<file path="src/rtl/hd63701_irq2_ctrl.sv">
// hd63701_irq2_ctrl
// Merges up to eight peripheral interrupt sources onto the HD63701 IRQ2
// request and its 4-bit IRQ2V vector select. The lowest-indexed eligible
// source wins. The vector is latched when the request is raised. The request
// is retired when the core fetches that vector, which this block sees by
// snooping the address bus. It is also retired if the latched source stops
// being eligible.
//
// Ports
//   CLK        core CPU clock (one bus cycle per CLK)
//   RST        synchronous active-high reset
//   SRC        interrupt requests, synchronous to CLK
//   AD, RW     core address bus and read(1)/write(0)
//   WDATA      core data out, sampled on writes to the register block
//   RDATA      register read data, combinational from AD/RW
//   RSEL       AD/RW selects a register for reading (steers the core DI mux)
//   IRQ2       registered interrupt request
//   IRQ2V      registered vector select
//   dbg_state  1 while the scheduler FSM is in REQ
//
// Register block (BASE-relative)
//   +0 ENABLE   R/W
//   +1 PENDING  read pending; write-1-to-clear on edge-sensitive bits only
//   +2 STATUS   read {IRQ2, 3'b0, IRQ2V}
//
// Handshake: IRQ2 stays high, with IRQ2V stable, until one of two events.
// The core reads address {11'h7FF, IRQ2V, 1'b0} (the acknowledge), or the
// latched source is no longer eligible. IRQ2 then drops on the following edge.
module hd63701_irq2_ctrl #(
  parameter int          NSRC       = 8,
  parameter logic [7:0]  LEVEL_MASK = 8'h00,
  parameter logic [15:0] BASE       = 16'h0040,
  parameter logic [3:0]  VOFS       = 4'h0
) (
  input  logic            CLK,
  input  logic            RST,
  input  logic [NSRC-1:0] SRC,
  input  logic [15:0]     AD,
  input  logic            RW,
  input  logic [7:0]      WDATA,
  output logic [7:0]      RDATA,
  output logic            RSEL,
  output logic            IRQ2,
  output logic [3:0]      IRQ2V,
  output logic            dbg_state
);

  typedef enum logic {S_IDLE = 1'b0, S_REQ = 1'b1} state_t;

  localparam logic [15:0]     A_EN   = BASE;
  localparam logic [15:0]     A_PEND = BASE + 16'd1;
  localparam logic [15:0]     A_STAT = BASE + 16'd2;
  localparam logic [NSRC-1:0] LVL    = LEVEL_MASK[NSRC-1:0];

  state_t          state_q, state_nxt;
  logic [NSRC-1:0] enable_q;
  logic [NSRC-1:0] pending_q, pending_nxt;
  logic [NSRC-1:0] src_d_q;
  logic [3:0]      irq2v_q, irq2v_nxt;
  logic [2:0]      idx_q, idx_nxt;

  logic [NSRC-1:0] eligible;
  logic [7:0]      elig8, en8, pend8, ack8;
  logic [2:0]      winner;
  logic            ack_hit;
  logic            wr_en, wr_pend;
  logic [NSRC-1:0] set_v, clr_v;

  assign eligible = pending_q & enable_q;
  assign wr_en    = !RW && (AD == A_EN);
  assign wr_pend  = !RW && (AD == A_PEND);

  // Zero-extended views keep indexing and read data at a fixed 8-bit width
  // for any NSRC.
  always_comb begin
    elig8 = '0;
    en8   = '0;
    pend8 = '0;
    elig8[NSRC-1:0] = eligible;
    en8[NSRC-1:0]   = enable_q;
    pend8[NSRC-1:0] = pending_q;
  end

  // Fixed priority. The loop scans downward so that the lowest index is
  // assigned last and therefore wins.
  always_comb begin
    winner = '0;
    for (int i = NSRC - 1; i >= 0; i--) begin
      if (eligible[i]) winner = 3'(i);
    end
  end

  // Scheduler FSM: next state, latched vector and latched source index.
  always_comb begin
    state_nxt = state_q;
    irq2v_nxt = irq2v_q;
    idx_nxt   = idx_q;
    ack_hit   = 1'b0;
    case (state_q)
      S_IDLE: begin
        if (|eligible) begin
          state_nxt = S_REQ;
          idx_nxt   = winner;
          irq2v_nxt = VOFS + {1'b0, winner};
        end
      end
      S_REQ: begin
        // The vector is frozen in REQ, so a higher-priority arrival waits
        // until this request retires.
        ack_hit = RW && (AD == {11'h7FF, irq2v_q, 1'b0});
        if (ack_hit || !elig8[idx_q]) state_nxt = S_IDLE;
      end
      default: state_nxt = S_IDLE;
    endcase
  end

  // Pending update. Level bits follow SRC directly. Edge bits use set-wins
  // semantics against acknowledge and W1C clears.
  always_comb begin
    ack8 = '0;
    ack8[idx_q] = ack_hit;
    set_v = SRC & ~src_d_q;
    clr_v = ack8[NSRC-1:0] | (wr_pend ? WDATA[NSRC-1:0] : '0);
    pending_nxt = (LVL & SRC) | (~LVL & ((pending_q & ~clr_v) | set_v));
  end

  always_ff @(posedge CLK) begin
    if (RST) begin
      state_q   <= S_IDLE;
      enable_q  <= '0;
      pending_q <= '0;
      src_d_q   <= '0;
      irq2v_q   <= '0;
      idx_q     <= '0;
    end else begin
      state_q   <= state_nxt;
      pending_q <= pending_nxt;
      src_d_q   <= SRC;
      irq2v_q   <= irq2v_nxt;
      idx_q     <= idx_nxt;
      if (wr_en) enable_q <= WDATA[NSRC-1:0];
    end
  end

  assign IRQ2      = (state_q == S_REQ);
  assign IRQ2V     = irq2v_q;
  assign dbg_state = (state_q == S_REQ);

  // Register read path, combinational from the bus.
  always_comb begin
    RDATA = 8'h00;
    RSEL  = 1'b0;
    if (RW) begin
      if (AD == A_EN) begin
        RDATA = en8;
        RSEL  = 1'b1;
      end else if (AD == A_PEND) begin
        RDATA = pend8;
        RSEL  = 1'b1;
      end else if (AD == A_STAT) begin
        RDATA = {IRQ2, 3'b000, irq2v_q};
        RSEL  = 1'b1;
      end
    end
  end

endmodule

</file>
<file path="config.mk">
export PLATFORM = sky130hd
export DESIGN_NAME = hd63701_irq2_ctrl
export DESIGN_NICKNAME = d
export VERILOG_FILES = /design/src/rtl/hd63701_irq2_ctrl.sv
export SDC_FILE = /design/constraint.sdc
export NUM_CORES = 1
export LEC_CHECK = 0
export ABC_CLOCK_PERIOD_IN_PS = 3450
export BUFFER_PORTS_ARGS = -buffer_cell sky130_fd_sc_hd__buf_2
export CORE_MARGIN = 8
export CORE_UTILIZATION = 40
export CTS_CLUSTER_DIAMETER = 200
export DETAILED_ROUTE_END_ITERATION = 8
export GPL_TIMING_DRIVEN = 0
export PLACE_DENSITY = 0.74
export SYNTH_ARGS = -nofsm -noshare
export SYNTH_HDL_FRONTEND = slang
export SYNTH_SLANG_ARGS = --single-unit
</file>
<file path="constraint.sdc">
create_clock -name CLK -period 3.45 [get_ports CLK]
set_input_delay 0.5175 -clock CLK [delete_from_list [all_inputs] [get_ports CLK]]
set_output_delay 0.5175 -clock CLK [all_outputs]
set_load 0.05 [all_outputs]
</file>
Word-level counts from Yosys, hierarchy flattened

Cells that the tools add are included.

Mux-type cells: 25
Magnitude comparators: 2
Equal/unequal tests: 4
Bitwise gates (word level): 9
Reductions and logical operators: 9

Operator list:

| cell                                                                   | number |
|---|---|
| 16-bit by 7-bit == test with 1-bit output (second input constant)      | 3 |
| 8-bit 2-to-1 mux                                                       | 5 |
| 8-bit bitwise AND                                                      | 4 |
| 3-bit 2-to-1 mux                                                       | 8 |
| 16-bit == test                                                         | 1 |
| 8-bit NOT                                                              | 2 |
| 8-bit OR                                                               | 2 |
| 1-bit 2-to-1 mux                                                       | 9 |
| 8-bit OR reduction                                                     | 1 |
| 1-bit logical AND                                                      | 4 |
| 3-bit by 4-bit < comparator with 1-bit output (second input constant)  | 1 |
| 1-bit binary-select mux with 3-bit select                              | 1 |
| 1-bit demux with 3-bit select                                          | 1 |
| 3-bit by 1-bit >= comparator with 1-bit output (second input constant) | 1 |
| 1-bit logical NOT                                                      | 2 |
| 1-bit case mux with 2 select lines                                     | 1 |
| 2-bit AND reduction                                                    | 1 |
| 1-bit logical OR                                                       | 1 |
| 1-bit NOT                                                              | 1 |

Flip-flop bits (word level): 28
Logic and storage cells: 54
Bits of input ports: 35

Longest topological paths before layout

Depth after elaboration: 9
Mapped depth: 6
Gate-level depth less buffers: 4

Worst setup path before layout

OpenSTA, ideal clock, no wires.

Path type: input to output
From: input AD[9]
To: output RDATA[1]
Cell stages on the path: 3
Path slack: 0.142 ns
Path buffers: 0
Arrival time: 2.791 ns
Path through: nor4_4 -> nand4_2 -> a2111oi_1

Cells in the longest elaborated chain, start to end: 5
Elaborated cells on any way between the ends: 7
Those cells by class: eq/ne (3); mux (4)

RTL lines:

| what                                      | RTL line | source |
|---|---|---|
| start: declaration                        | 38       | `input logic [15:0] AD,` |
| 16-bit by 7-bit == test with 1-bit output | 160      | `end else if (AD == A_STAT) begin` |
| 8-bit 2-to-1 mux                          | 160      |  |
| 8-bit 2-to-1 mux                          | 157      | `end else if (AD == A_PEND) begin` |
| 8-bit 2-to-1 mux *                        | 154      | `if (AD == A_EN) begin` |
| 8-bit 2-to-1 mux *                        | 153      | `if (RW) begin` |
| end: declaration                          | 41       | `output logic [7:0] RDATA,` |

Every way passes the cells marked *; elsewhere a longest branch is shown, timed or not.

Worst setup path in the final report

From: input AD[9]
To: output RDATA[6]

Cells in the longest elaborated chain, start to end: 4
Elaborated cells on any way between the ends: 5
Those cells by class: eq/ne (2); mux (3)

RTL lines:

| what                                      | RTL line |
|---|---|
| 16-bit by 7-bit == test with 1-bit output | 157 |
| 8-bit 2-to-1 mux                          | 157 |
| 8-bit 2-to-1 mux *                        | 154 |
| 8-bit 2-to-1 mux *                        | 153 |

Marked as above.

==> flow_metrics.py <==
metrics = {
    "job": {
        "maxCapViolCount": 0,
    },
    "synth": {
        "synth-adder-area-share_pct": 0,
        "synth_top_family_by_area": "simple AND/OR/NAND/NOR gates",
        "synthCells": 217,
        "synth_seq_cells": 28,
        "synth_commonest_cells": "28 x dfxtp_1, 21 x nand2_1, 20 x nand3_1",
        "synth_top_flop_cell": "dfxtp_1",
        "synth_edf_count": 0,
        "synth_cell_types": 41,
        "synth_top_area_share_pct": 32.46,
        "yosys.area_share.simple_pct": 32.68,
        "ys_seq_area_share_pct": 32.46,
        "synth.area.top_cells": "dfxtp_1 32%, nand3_1 5.8%, nor2b_1 5.1%",
        "ys_warn_count": 0,
        "synthXorXnorAreaFrac_pct": 1.522,
        "yosysTopAreaCell": "dfxtp_1",
        "avgSynthCellArea_sq_um": 7.957,
        "synth.area.mux_share_pct": 2.319,
        "synthArstFlopShare_pct": 0,
        "yosysMostFrequentCell": "dfxtp_1",
        "synth_compound_area_share_pct": 23.41,
        "syn_nets": 252,
        "synth_area_sq_um": 1727,
    },
    "sta": {
        "final.period_utilization_pct": 72.56,
        "hold_violations": 0,
        "min_period_ns": 2.503,
        "setup_viol_count_final": 0,
        "rsz0062_at_grt": "false",
        "slew_violations": 0,
        "fmax_mhz": 399.5,
        "clock_skew_ns": 0.002556,
        "fin_tns_setup_ns": 0,
    },
    "floorplan": {
        "core_area_sq_um": 4264,
        "start_util_pct": 40.49,
        "ioPinCount": 50,
        "die_w_um": 81.70,
        "std_cell_rows": 24,
        "die_area_sq_um": 6675,
        "fp.dieH_um": 81.70,
    },
    "detailed_routing": {
        "vias": 1807,
        "drt_iter0_drc": 125,
        "drt-vias-per-instance": 5.629,
        "ant_nets": 0,
        "wirelength_um": 4978,
        "avgRoutedWirePerCell_um": 15.51,
        "firstDrtPassIters": 4,
        "route.detailed.drc": 0,
    },
    "place": {
        "place_hpwl_um": 4032,
        "gp_congestion": 0.9286,
        "port_buffers": 48,
    },
    "min_path": {
        "whs_endpoint": "pend8[5]$_SDFF_PP0_",
        "hold_depth": 2,
        "hp-start": "src_d_q[5]$_SDFF_PP0_",
        "hold_class": "reg2reg",
    },
    "pwr": {
        "peakVddDrop_mv": 0.1582,
        "power.leakage_uw": 0.0008076,
        "power_uw": 687.6,
        "power.density_nw_per_um2": 326.9,
    },
    "clock_tree": {
        "cts_sinks": 28,
        "cts.clk_slew.worst_paths_ns": 0.09,
        "cts-root-buf": "clkbuf_8",
        "cts-resized-gates": 0,
        "numCtsBuffers": 3,
        "h-tree-depth": 1,
        "clock_latency_ns": 0.27,
        "cts-hold-fix-buffers": 0,
        "cts_max_path_buffers": 2,
        "tritoncts": "done",
        "cts_setup_buffers": 0,
    },
    "critical_path": {
        "r2r-start": "idx_q[1]$_SDFFE_PP0P_",
        "cp.arrival_ns": 1.99,
        "worstReg2RegEnd": "pend8[4]$_SDFF_PP0_",
        "rr_worst_depth": 5,
        "required_ns": 2.93,
        "rrSetupSlack_ns": 1.77,
        "cp-end-kind": "primary output",
        "critical_path_class": "in2out",
        "startpoint_type": "input pin",
        "path_max_fanout": 6,
    },
    "global_routing": {
        "grt.total_usage_pct": 14.60,
        "overflow": 0,
        "antenna_found_initial": 0,
        "grt_pass1_vias": 1677,
        "grt_pass1_wl_um": 7790,
        "grt_max_degree": 17,
    },
    "layout": {
        "antenna_cells": 0,
        "drive_gt1_share_pct": 25.65,
        "utilization_pct": 49.33,
        "num-nets-final": 305,
        "fillers": 435,
        "syn2layout_area_growth_pct": 21.81,
    },
    "outcome": {
        "status": "finished clean",
    },
}
[per-stage QoR]
| step | cell area, sq um | cells | hold WS (ns) | worst slack (ns) |
|---|---|---|---|---|
| floorplan | 1727 | 217 | 0.4364 | 0.1418 |
| global placement | 2032 | 317 | 0.4380 | 0.9615 |
| detailed placement | 2032 | 317 | 0.4462 | 0.9417 |
| CTS | 2103 | 321 | 0.4686 | 0.9388 |
| global route | 2103 | 321 | 0.4829 | 0.8205 |
| finish | 2103 | 321 | 0.4643 | 0.9468 |
[routing by layer]
metal | vias up | part of all wire, % | track usage (%) | routed length, um
met3 | 6 | 8.8 | 2.188 | 437
met4 | 0 | 0.90 | 3.158 | 45
met5 | - | 0 | 0 | 0
met2 | 76 | 46 | 24.42 | 2272
met1 | 826 | 45 | 19.36 | 2222
li1 | 899 | - | - | -
[cell families after synthesis]
family	after synthesis
compound gates	57
xor+xnor	3
buf+inv	28
flops	28
mux	4
other cells	1
simple gates	96
[layout by cell type (no fill, tap or decap), drive strengths merged, types with 10 or more instances in the layout]
cell type / n
nand3: 20
a21oi: 12
nor4: 11
nand2: 21
inv: 12
clkbuf: 10
dfxtp: 28
buf: 57
o21ai: 10
nor2b: 14
[registers in the layout, summed over array words and instances, names as in the netlist]
register,cells
en8,8
pend8,8
src_d_q,8
idx_q,3
IRQ2,1
[critical path: stages]
cell and delay, ns:
buf_2 0.12, nor4_4 0.37, nand4_2 0.26, or2_4 0.32, nor2_1 0.12, buf_2 0.27
[layout make-up]
cell class	instances	area [sq um]	area share [%]
sequential	28	560.5	26.65
clock buffer	3	41.29	1.963
tap	52	65.06	3.093
clock inverter	1	30.03	1.428
multi-input combinational	161	1039	49.38
timing repair buffer	48	240.2	11.42
buffer	16	82.58	3.926
inverter	12	45.04	2.142
[power breakdown]
| group | switching (uW) | total (uW) | internal (uW) |
|---|---|---|---|
| registers | 12.6 | 350 | 337 |
| clock network | 100 | 256 | 155 |
| logic | 45.8 | 82.0 | 36.3 |
| total | 159 | 688 | 529 |
[worst max path at each step]
stage	start	endpoint	slack (ns)	depth (start not counted)
6_report	AD[9]	RDATA[6]	0.95	6
3_5_place_dp	AD[2]	RDATA[7]	0.94	6
5_1_grt	AD[9]	RDATA[3]	0.82	6
4_1_cts	AD[2]	RDATA[7]	0.94	6
3_3_place_gp	AD[12]	RDATA[7]	0.96	6
2_1_floorplan	AD[9]	RDATA[1]	0.14	3
No activity file was read; power rests on OpenSTA's default activity.
